File: src/rtl/bus_timing_pkg.sv
// bus_timing_pkg
// Shared raster, E-clock and memory-map constants for the clk32 timing
// generator, plus the slot-ownership type and the video address helper.
package bus_timing_pkg;

  // Raster geometry in clk8 periods (horizontal) and lines (vertical)
  localparam logic [8:0]  H_TOTAL   = 9'd352;
  localparam logic [8:0]  H_ACTIVE  = 9'd256;
  localparam logic [8:0]  V_TOTAL   = 9'd370;
  localparam logic [8:0]  V_ACTIVE  = 9'd342;

  // hcount[8:3] value of the per-line sound fetch (hcount 264..271)
  localparam logic [5:0]  SND_SLOT  = 6'd33;

  // E clock: 10 clk8 periods, rising when ecount steps 5->6
  localparam logic [3:0]  E_PERIOD  = 4'd10;
  localparam logic [3:0]  E_RISE_AT = 4'd5;

  // clk32 phases inside one clk8 period
  localparam logic [1:0]  DIV_P     = 2'd1;
  localparam logic [1:0]  DIV_N     = 2'd3;

  // Frame and sound buffer word addresses
  localparam logic [20:0] VID_BASE  = 21'h1FD380;
  localparam logic [20:0] SND_BASE  = 21'h1FFE80;

  // Owner of a 4-clk8 memory cycle, selected by hcount[2]
  typedef enum logic {
    SLOT_VIDEO = 1'b0,
    SLOT_CPU   = 1'b1
  } slot_e;

  // Word address of a pixel fetch: one 32-word row per line, 21-bit wrap
  function automatic logic [20:0] video_word_addr(input logic [8:0] vcount,
                                                  input logic [4:0] word_idx);
    video_word_addr = VID_BASE + {7'd0, vcount, 5'd0} + {16'd0, word_idx};
  endfunction

endpackage

File: src/rtl/bus_timing_ctrl_raster_counter.sv
// raster_counter
// Horizontal/vertical raster position pair. hcount runs 0..H_TOTAL-1 and
// vcount steps once per line wrap, running 0..V_TOTAL-1.
// Ports:
//   clk32   in   system clock
//   rst_n   in   asynchronous active-low reset (already release-synchronised)
//   advance in   one-clk32 step enable (clk8_en_p)
//   hcount  out  horizontal position, 9 bits
//   vcount  out  vertical position, 9 bits
//   h_wrap  out  this advance ends the line
//   v_wrap  out  this advance ends the frame
module raster_counter
  import bus_timing_pkg::*;
(
  input  logic       clk32,
  input  logic       rst_n,
  input  logic       advance,
  output logic [8:0] hcount,
  output logic [8:0] vcount,
  output logic       h_wrap,
  output logic       v_wrap
);

  logic [8:0] hcount_r;
  logic [8:0] vcount_r;
  logic [8:0] hcount_next_s;
  logic [8:0] vcount_next_s;
  logic       h_last_s;
  logic       v_last_s;

  // Next raster position; both counters wrap together at the frame end
  always_comb begin
    h_last_s      = (hcount_r == (H_TOTAL - 9'd1));
    v_last_s      = (vcount_r == (V_TOTAL - 9'd1));
    hcount_next_s = hcount_r;
    vcount_next_s = vcount_r;
    if (h_last_s) begin
      hcount_next_s = 9'd0;
      if (v_last_s) begin
        vcount_next_s = 9'd0;
      end else begin
        vcount_next_s = vcount_r + 9'd1;
      end
    end else begin
      hcount_next_s = hcount_r + 9'd1;
    end
  end

  // Raster position registers, stepped once per clk8
  always_ff @(posedge clk32 or negedge rst_n) begin
    if (!rst_n) begin
      hcount_r <= 9'd0;
      vcount_r <= 9'd0;
    end else if (advance) begin
      hcount_r <= hcount_next_s;
      vcount_r <= vcount_next_s;
    end
  end

  assign hcount = hcount_r;
  assign vcount = vcount_r;
  assign h_wrap = advance && h_last_s;
  assign v_wrap = advance && h_last_s && v_last_s;

endmodule

File: src/rtl/bus_timing_ctrl.sv
// bus_timing_ctrl
// clk32-domain timing for the Mac Plus core: clk8 enables, E-clock edge
// strobes, raster blanking, CPU/video memory slot arbitration and the RAM
// address mux. All strobes are combinational decodes of registered counters.
// Ports:
//   clk32            in   32.5 MHz system clock
//   _systemReset     in   async active-low reset
//   cpuAddr[20:0]    in   CPU word address A21..A1
//   _cpuAS           in   CPU address strobe (tracing only, no timing effect)
//   clk8_en_p/_n     out  clk8 enable pulses (div==1 / div==3)
//   E_rising/falling out  E-clock edge strobes, clk8_en_p qualified
//   _hblank/_vblank  out  active-low blanking
//   videoBusControl  out  video owns the current memory cycle
//   cpuBusControl    out  CPU owns the current memory cycle
//   memoryLatch      out  data-valid strobe at the end of a memory cycle
//   loadPixels       out  pixel word load qualifier
//   loadSound        out  sound word load qualifier
//   memoryAddr[20:0] out  word address to RAM/ROM
module bus_timing_ctrl
  import bus_timing_pkg::*;
(
  input  logic        clk32,
  input  logic        _systemReset,
  input  logic [20:0] cpuAddr,
  input  logic        _cpuAS,
  output logic        clk8_en_p,
  output logic        clk8_en_n,
  output logic        E_rising,
  output logic        E_falling,
  output logic        _hblank,
  output logic        _vblank,
  output logic        videoBusControl,
  output logic        cpuBusControl,
  output logic        memoryLatch,
  output logic        loadPixels,
  output logic        loadSound,
  output logic [20:0] memoryAddr
);

  logic        rst_sync_r;
  logic [1:0]  div_r;
  logic [3:0]  ecount_r;
  logic [8:0]  hcount_s;
  logic [8:0]  vcount_s;
  logic        h_wrap_s;
  logic        v_wrap_s;
  logic        clk8_p_s;
  logic        clk8_n_s;
  logic        hactive_s;
  logic        vactive_s;
  logic        active_s;
  logic        sound_fetch_s;
  logic        video_bus_s;
  logic        latch_s;
  slot_e       slot_s;
  logic [20:0] addr_s;
  logic        unused_s;

  // Reset release is retimed by one clk32 so the counters leave reset on a
  // clean edge; assertion still clears everything immediately.
  always_ff @(posedge clk32 or negedge _systemReset) begin
    if (!_systemReset) begin
      rst_sync_r <= 1'b0;
    end else begin
      rst_sync_r <= 1'b1;
    end
  end

  // clk32 -> clk8 phase divider
  always_ff @(posedge clk32 or negedge rst_sync_r) begin
    if (!rst_sync_r) begin
      div_r <= 2'd0;
    end else begin
      div_r <= div_r + 2'd1;
    end
  end

  // Free-running E-clock phase counter, one step per clk8
  always_ff @(posedge clk32 or negedge rst_sync_r) begin
    if (!rst_sync_r) begin
      ecount_r <= 4'd0;
    end else if (clk8_p_s) begin
      if (ecount_r == (E_PERIOD - 4'd1)) begin
        ecount_r <= 4'd0;
      end else begin
        ecount_r <= ecount_r + 4'd1;
      end
    end
  end

  raster_counter u_raster (
    .clk32   (clk32),
    .rst_n   (rst_sync_r),
    .advance (clk8_p_s),
    .hcount  (hcount_s),
    .vcount  (vcount_s),
    .h_wrap  (h_wrap_s),
    .v_wrap  (v_wrap_s)
  );

  // Phase, blanking and slot decode from the registered counters
  always_comb begin
    clk8_p_s      = (div_r == DIV_P);
    clk8_n_s      = (div_r == DIV_N);
    hactive_s     = (hcount_s < H_ACTIVE);
    vactive_s     = (vcount_s < V_ACTIVE);
    active_s      = hactive_s && vactive_s;
    // Sound fetch sits outside active display, so it runs on every line
    sound_fetch_s = (hcount_s[8:3] == SND_SLOT);
    slot_s        = slot_e'(hcount_s[2]);
    video_bus_s   = (slot_s == SLOT_VIDEO) && (active_s || sound_fetch_s);
    // Data is valid at the clk8_en_n of the fourth clk8 of the cycle
    latch_s       = clk8_n_s && (hcount_s[1:0] == 2'd3);
  end

  // Address mux: video rows, then the sound word, otherwise the CPU
  always_comb begin
    addr_s = cpuAddr;
    if (video_bus_s && active_s) begin
      addr_s = video_word_addr(vcount_s, hcount_s[7:3]);
    end else if (video_bus_s) begin
      addr_s = SND_BASE + {12'd0, vcount_s};
    end else begin
      addr_s = cpuAddr;
    end
  end

  assign clk8_en_p       = clk8_p_s;
  assign clk8_en_n       = clk8_n_s;
  assign E_rising        = clk8_p_s && (ecount_r == E_RISE_AT);
  assign E_falling       = clk8_p_s && (ecount_r == (E_PERIOD - 4'd1));
  assign _hblank         = hactive_s;
  assign _vblank         = vactive_s;
  assign videoBusControl = video_bus_s;
  assign cpuBusControl   = !video_bus_s;
  assign memoryLatch     = latch_s;
  assign loadPixels      = latch_s && video_bus_s && active_s;
  assign loadSound       = latch_s && sound_fetch_s && (slot_s == SLOT_VIDEO);
  assign memoryAddr      = addr_s;

  // _cpuAS and the wrap flags are observation points only; timing ignores them
  assign unused_s = &{1'b0, _cpuAS, h_wrap_s, v_wrap_s};

endmodule
File: config.mk
export PLATFORM = sky130hd
export DESIGN_NAME = bus_timing_ctrl
export DESIGN_NICKNAME = d
export VERILOG_FILES = /design/src/rtl/bus_timing_pkg.sv /design/src/rtl/bus_timing_ctrl_raster_counter.sv /design/src/rtl/bus_timing_ctrl.sv
export SDC_FILE = /design/constraint.sdc
export NUM_CORES = 1
export LEC_CHECK = 0
export CAP_MARGIN = 20
export CORE_MARGIN = 8
export CORE_UTILIZATION = 42
export CTS_CLUSTER_SIZE = 10
export DETAILED_ROUTE_END_ITERATION = 10
export PLACE_DENSITY = 0.75
export SYNTH_ARGS = -nofsm -noshare
export SYNTH_HDL_FRONTEND = slang
export SYNTH_HIERARCHICAL = 1
export SYNTH_SLANG_ARGS = --single-unit
File: constraint.sdc
create_clock -name clk32 -period 2 [get_ports clk32]
set_input_delay 0.2 -clock clk32 [delete_from_list [all_inputs] [get_ports clk32]]
set_output_delay 0.2 -clock clk32 [all_outputs]
set_load 0.005 [all_outputs]
# Word level (Yosys, flattened, before mapping)
# Cells that the tools add are included.
# Widths: inputs -> output; s select.
[totals]
output_inout_bits = 32
in_bits = 24
reg_bits = 25
elab_cells = 41
[classes]
add_sub_neg = 7
muxes = 5
bitwise_logic = 1
n_lt_le_gt_ge = 2
n_eq_ne = 8
reduce_logical = 13
[op_table]
columns = ["operator", "count"]
rows = [
  ["$mux 21", 2],
  ["$add 9x1->9 const B", 2],
  ["$eq 9x9->1 const B", 2],
  ["$lt 9x9->1 const B", 2],
  ["$mux 9", 2],
  ["$add 16x6->17", 1],
  ["$add 15x15->16 const A", 1],
  ["$add 10x10->11 const A", 1],
  ["$logic_and 1x1->1", 10],
  ["$eq 6x6->1 const B", 1],
  ["$add 4x1->4 const B", 1],
  ["$eq 2x2->1 const B", 2],
  ["$eq 4x3->1 const B", 1],
  ["$eq 4x4->1 const B", 1],
  ["$mux 4", 1],
  ["$add 2x1->2 const B", 1],
  ["$eq 2x1->1 const B", 1],
  ["$reduce_and 2->1", 1],
  ["$logic_not 1->1", 1],
  ["$logic_or 1x1->1", 1],
  ["$not 1->1", 1],
]

# Depth between registers and ports, before layout
[depth]
word_depth = 6
mapped_depth = 8
depth_no_buf = 7

# Cells and area by module
# The synthesis kept the hierarchy.
[modules_own_cells]
columns = ["module", "area_each_um2", "cells_each", "n_inst", "seq_area_each_um2"]
rows = [
  ["raster_counter", 957.2, 98, 1, 450.4],
  ["bus_timing_ctrl", 903.4, 122, 1, 175.2],
]

# Worst setup path before layout
# No wires, ideal clock.
[synth_path]
kind = "reg-to-output"
start = "register u_raster.vcount_r[7] (netlist: u_raster/vcount[7])"
end = "output port memoryAddr[11]"
slack_ns = 0.239
path_stages_with_launch = 7
required_ns = 1.800
path_buffers = 1
arrival_ns = 1.561
cell_sequence = "dfrtp_1 -> inv_1 -> ha_1 -> a31oi_1 -> o211ai_2 -> buf_2 -> o21ai_0"
[synth_via]
elab_chain_cells = 6
word_cells_on_any_way = 8
cone_classes = "1 x add/sub; 1 x order compare; 2 x mux; 4 x reduce/logical"
[synth_rtl]
columns = ["item", "line_no", "source"]
rows = [
  ["from (decl)", "bus_timing_ctrl_raster_counter.sv:25", "logic [8:0] vcount_r;"],
  ["from (signal assigned)", "bus_timing_ctrl_raster_counter.sv:56", "vcount_r <= vcount_next_s;"],
  ["$lt 9x9->1", "bus_timing_ctrl.sv:106", "vactive_s = (vcount_s < V_ACTIVE);"],
  ["$logic_and 1x1->1", "bus_timing_ctrl.sv:107", "active_s = hactive_s && vactive_s;"],
  ["$logic_or 1x1->1", "bus_timing_ctrl.sv:111", "video_bus_s = (slot_s == SLOT_VIDEO) && (active_s || sound_fetch_s);"],
  ["$logic_and 1x1->1", "bus_timing_ctrl.sv:111", ""],
  ["$mux 21 or $logic_and 1x1->1 (tied branches)", "bus_timing_ctrl.sv:121, bus_timing_ctrl.sv:119", ""],
  ["$mux 21 *", "bus_timing_ctrl.sv:119", "if (video_bus_s && active_s) begin"],
  ["to (decl)", "bus_timing_ctrl.sv:37", "output logic [20:0] memoryAddr"],
]
# Every way passes the cells marked *; elsewhere a longest branch is shown, timed or not.

# Worst setup path after layout
# Ends and elaborated chain as after synthesis.

==> results.sh <==
export IMPL_status="finished, violations left"
export IMPL_violations="setup timing"
export IMPL_fin_skew_ns=0.00197
export IMPL_die_h_um=82.5
export IMPL_peakVddDrop_uv=403
export IMPL_yosysWarnings=6
export IMPL_timing_fmax_mhz=456
export IMPL_finalCritPeriodShare_pct=110
export IMPL_vias=2091
export IMPL_drv_slew=0
export IMPL_hold_viol=0
export IMPL_grtUsageMet3_pct=2.06
export IMPL_min_path_type="in -> async"
export IMPL_pin_count=56
export IMPL_clk_latency_ns=0.27
export IMPL_clk_path_buf_depth=2
export IMPL_critPathCaptureType="output pin"
export IMPL_leakagePower_uw=0.00141
export IMPL_grt_max_degree=25
export IMPL_maxCapViolCount=0
export IMPL_syn_area_per_cell_um2=8.48
export IMPL_tritoncts="built"
export IMPL_finalWirelength_um=6730
export IMPL_syn2layout_area_growth_pct=65.7
export IMPL_min_period_ns=2.19
export IMPL_drt_initial_drc_count=57
export IMPL_wl_per_cell_um=17.7
export IMPL_core_area_um2=4290
export IMPL_grt_pass1_vias=2091
export IMPL_die_x_um=82.5
export IMPL_worst_ep_required_time_ns=1.80
export IMPL_drcViolationCount=0
export IMPL_root_buffer="clkbuf_8"
export IMPL_cp_start_kind="flop"
export IMPL_num_fill_cells=313
export IMPL_post_route_util_pct=71.6
export IMPL_rows=24
export IMPL_routed_via_density=5.50
export IMPL_placed_cell_area_um2=2690
export IMPL_grt_pass1_wl_um=9670
export IMPL_final_area_um2=3080
export IMPL_pre_cts_slack_ns=-0.218
export IMPL_syn_num_nets=251
export IMPL_antenna_found_initial=0
export IMPL_p_per_area_nw_per_um2=300
export IMPL_met1_usage_pct=19.8
export IMPL_use_met2_pct=33.9
export IMPL_tns_ns=-2.46
export IMPL_criticalPathCategory="reg -> out"
export IMPL_syn_inst=219
export IMPL_start_util_pct=43.2
export IMPL_cp_data_arrival_time_ns=1.99
export IMPL_grt_busiest_layer="met2"
export IMPL_port_buffers=54
export IMPL_place_congestion=0.876
export IMPL_cts_buffers=3
export IMPL_cts_sinks=25
export IMPL_die_area_um2=6800
export IMPL_global_route_overflow_total=0
export IMPL_rsz0062_at_grt="true"
export IMPL_critPathMaxFanout=5
export IMPL_dp_hpwl_um=4100
export IMPL_setup_viol_count_final=23
export IMPL_num_nets_final=361
export IMPL_first_pass_iters=4
export IMPL_drt_antenna_violating_nets=0
export IMPL_clk_pin_slew_ns=0.09
export IMPL_setup_ws_ns=-0.192
export IMPL_drive_above_1_share_pct=38.4
export IMPL_syn_area_um2=1860
export IMPL_grt_total_usage_pct=18.1
export IMPL_insertedDiodeCount=0
export IMPL_ctsHtreeMaxLevel=1
export IMPL_fin_hold_ws_ns=0.0577
==> power by group <==
group,leakage [µW],total (µW),internal [µW],switching [µW]
combinational,0.00106,117,71.6,45.4
sequential,0.000330,506,506,0.213
clock,0.0000228,301,143,159
==> timing repair <==
| action | CTS | global route |
|---|---|---|
| cloned | 2 | 1 |
| buffers inserted | 22 | 6 |
| hold buffers | 0 | 0 |
| pin swaps | 6 | 13 |
| setup endpoints to repair | 28 | 28 |
| resized for setup | 128 | 50 |
==> cell usage in the layout (no fill, tap or decap), types with 3 or more instances in the layout <==
cell type,instances
a21oi_1,10
a21oi_2,6
and3_1,3
buf_12,4
buf_2,21
buf_4,40
buf_6,19
clkbuf_2,3
clkbuf_8,3
clkdlybuf4s50_1,26
dfrtp_1,24
ha_1,5
ha_4,3
inv_1,15
mux2i_1,9
nand2_1,16
nand2_2,3
nand3_1,7
nand4_1,6
nor2_1,9
nor2_4,3
nor2b_1,3
o211ai_1,6
o21ai_0,19
o21ai_2,5
or3_1,3
xnor2_1,7
xor2_1,7
==> critical path, cell delays in order, from the launching register on <==
cell and delay, ns:
dfrtp_1 0.43, inv_2 0.11, ha_4 0.18, nand3_4 0.10, o211ai_4 0.30, buf_6 0.17, buf_6 0.11, o211ai_1 0.10
o21ai_2 0.08, buf_2 0.14
==> final cells by class <==
cell class / instances / area [µm²] / area share, %
inverters: 17 / 63.8 / 2.07
clock buffers: 4 / 45.0 / 1.46
repair buffers: 115 / 1000 / 32.5
flip-flops and latches: 25 / 627 / 20.4
well taps: 52 / 65.1 / 2.11
multi-input cells: 167 / 1280 / 41.5
==> worst paths after layout <==
| path | start | endpoint | slack (ns) | depth (start not counted) |
|---|---|---|---|---|
| worst max register to register | u_raster/hcount[0] | u_raster/vcount[6] | 0.31 | 6 |
| worst min-delay path | _systemReset | rst_sync_r | 0.06 | 1 |
| worst min register to register | rst_sync_r | u_raster/vcount[4] | 0.22 | 1 |
| min in group clk32 | ecount_r[0] | ecount_r[0] | 0.51 | 1 |
| worst max-delay path | u_raster/vcount[7] | memoryAddr[11] | -0.19 | 9 |
| max in group asynchronous | rst_sync_r | u_raster/vcount[8] | 1.52 | 1 |
==> layer usage <==
metal	vias to the layer above	routed length, µm
met4	0	186
met3	16	497
met5	-	0
met1	997	2650
met2	86	3390
li1	992	-
==> flip-flops by register name (all words and copies together), names as in the netlist <==
name / flops
div_r: 2
u_raster/hcount: 9
u_raster/vcount: 9
ecount_r: 4
rst_sync_r: 1
==> metrics by stage <==
stage / cells / total power [µW]
global route: 380 / 958
finish: 380 / 924
detailed placement: 353 / 643
global placement: 353 / 641
floorplan: 219 / 549
CTS: 381 / 924
Note: power is estimated with default switching activity, not from simulation.
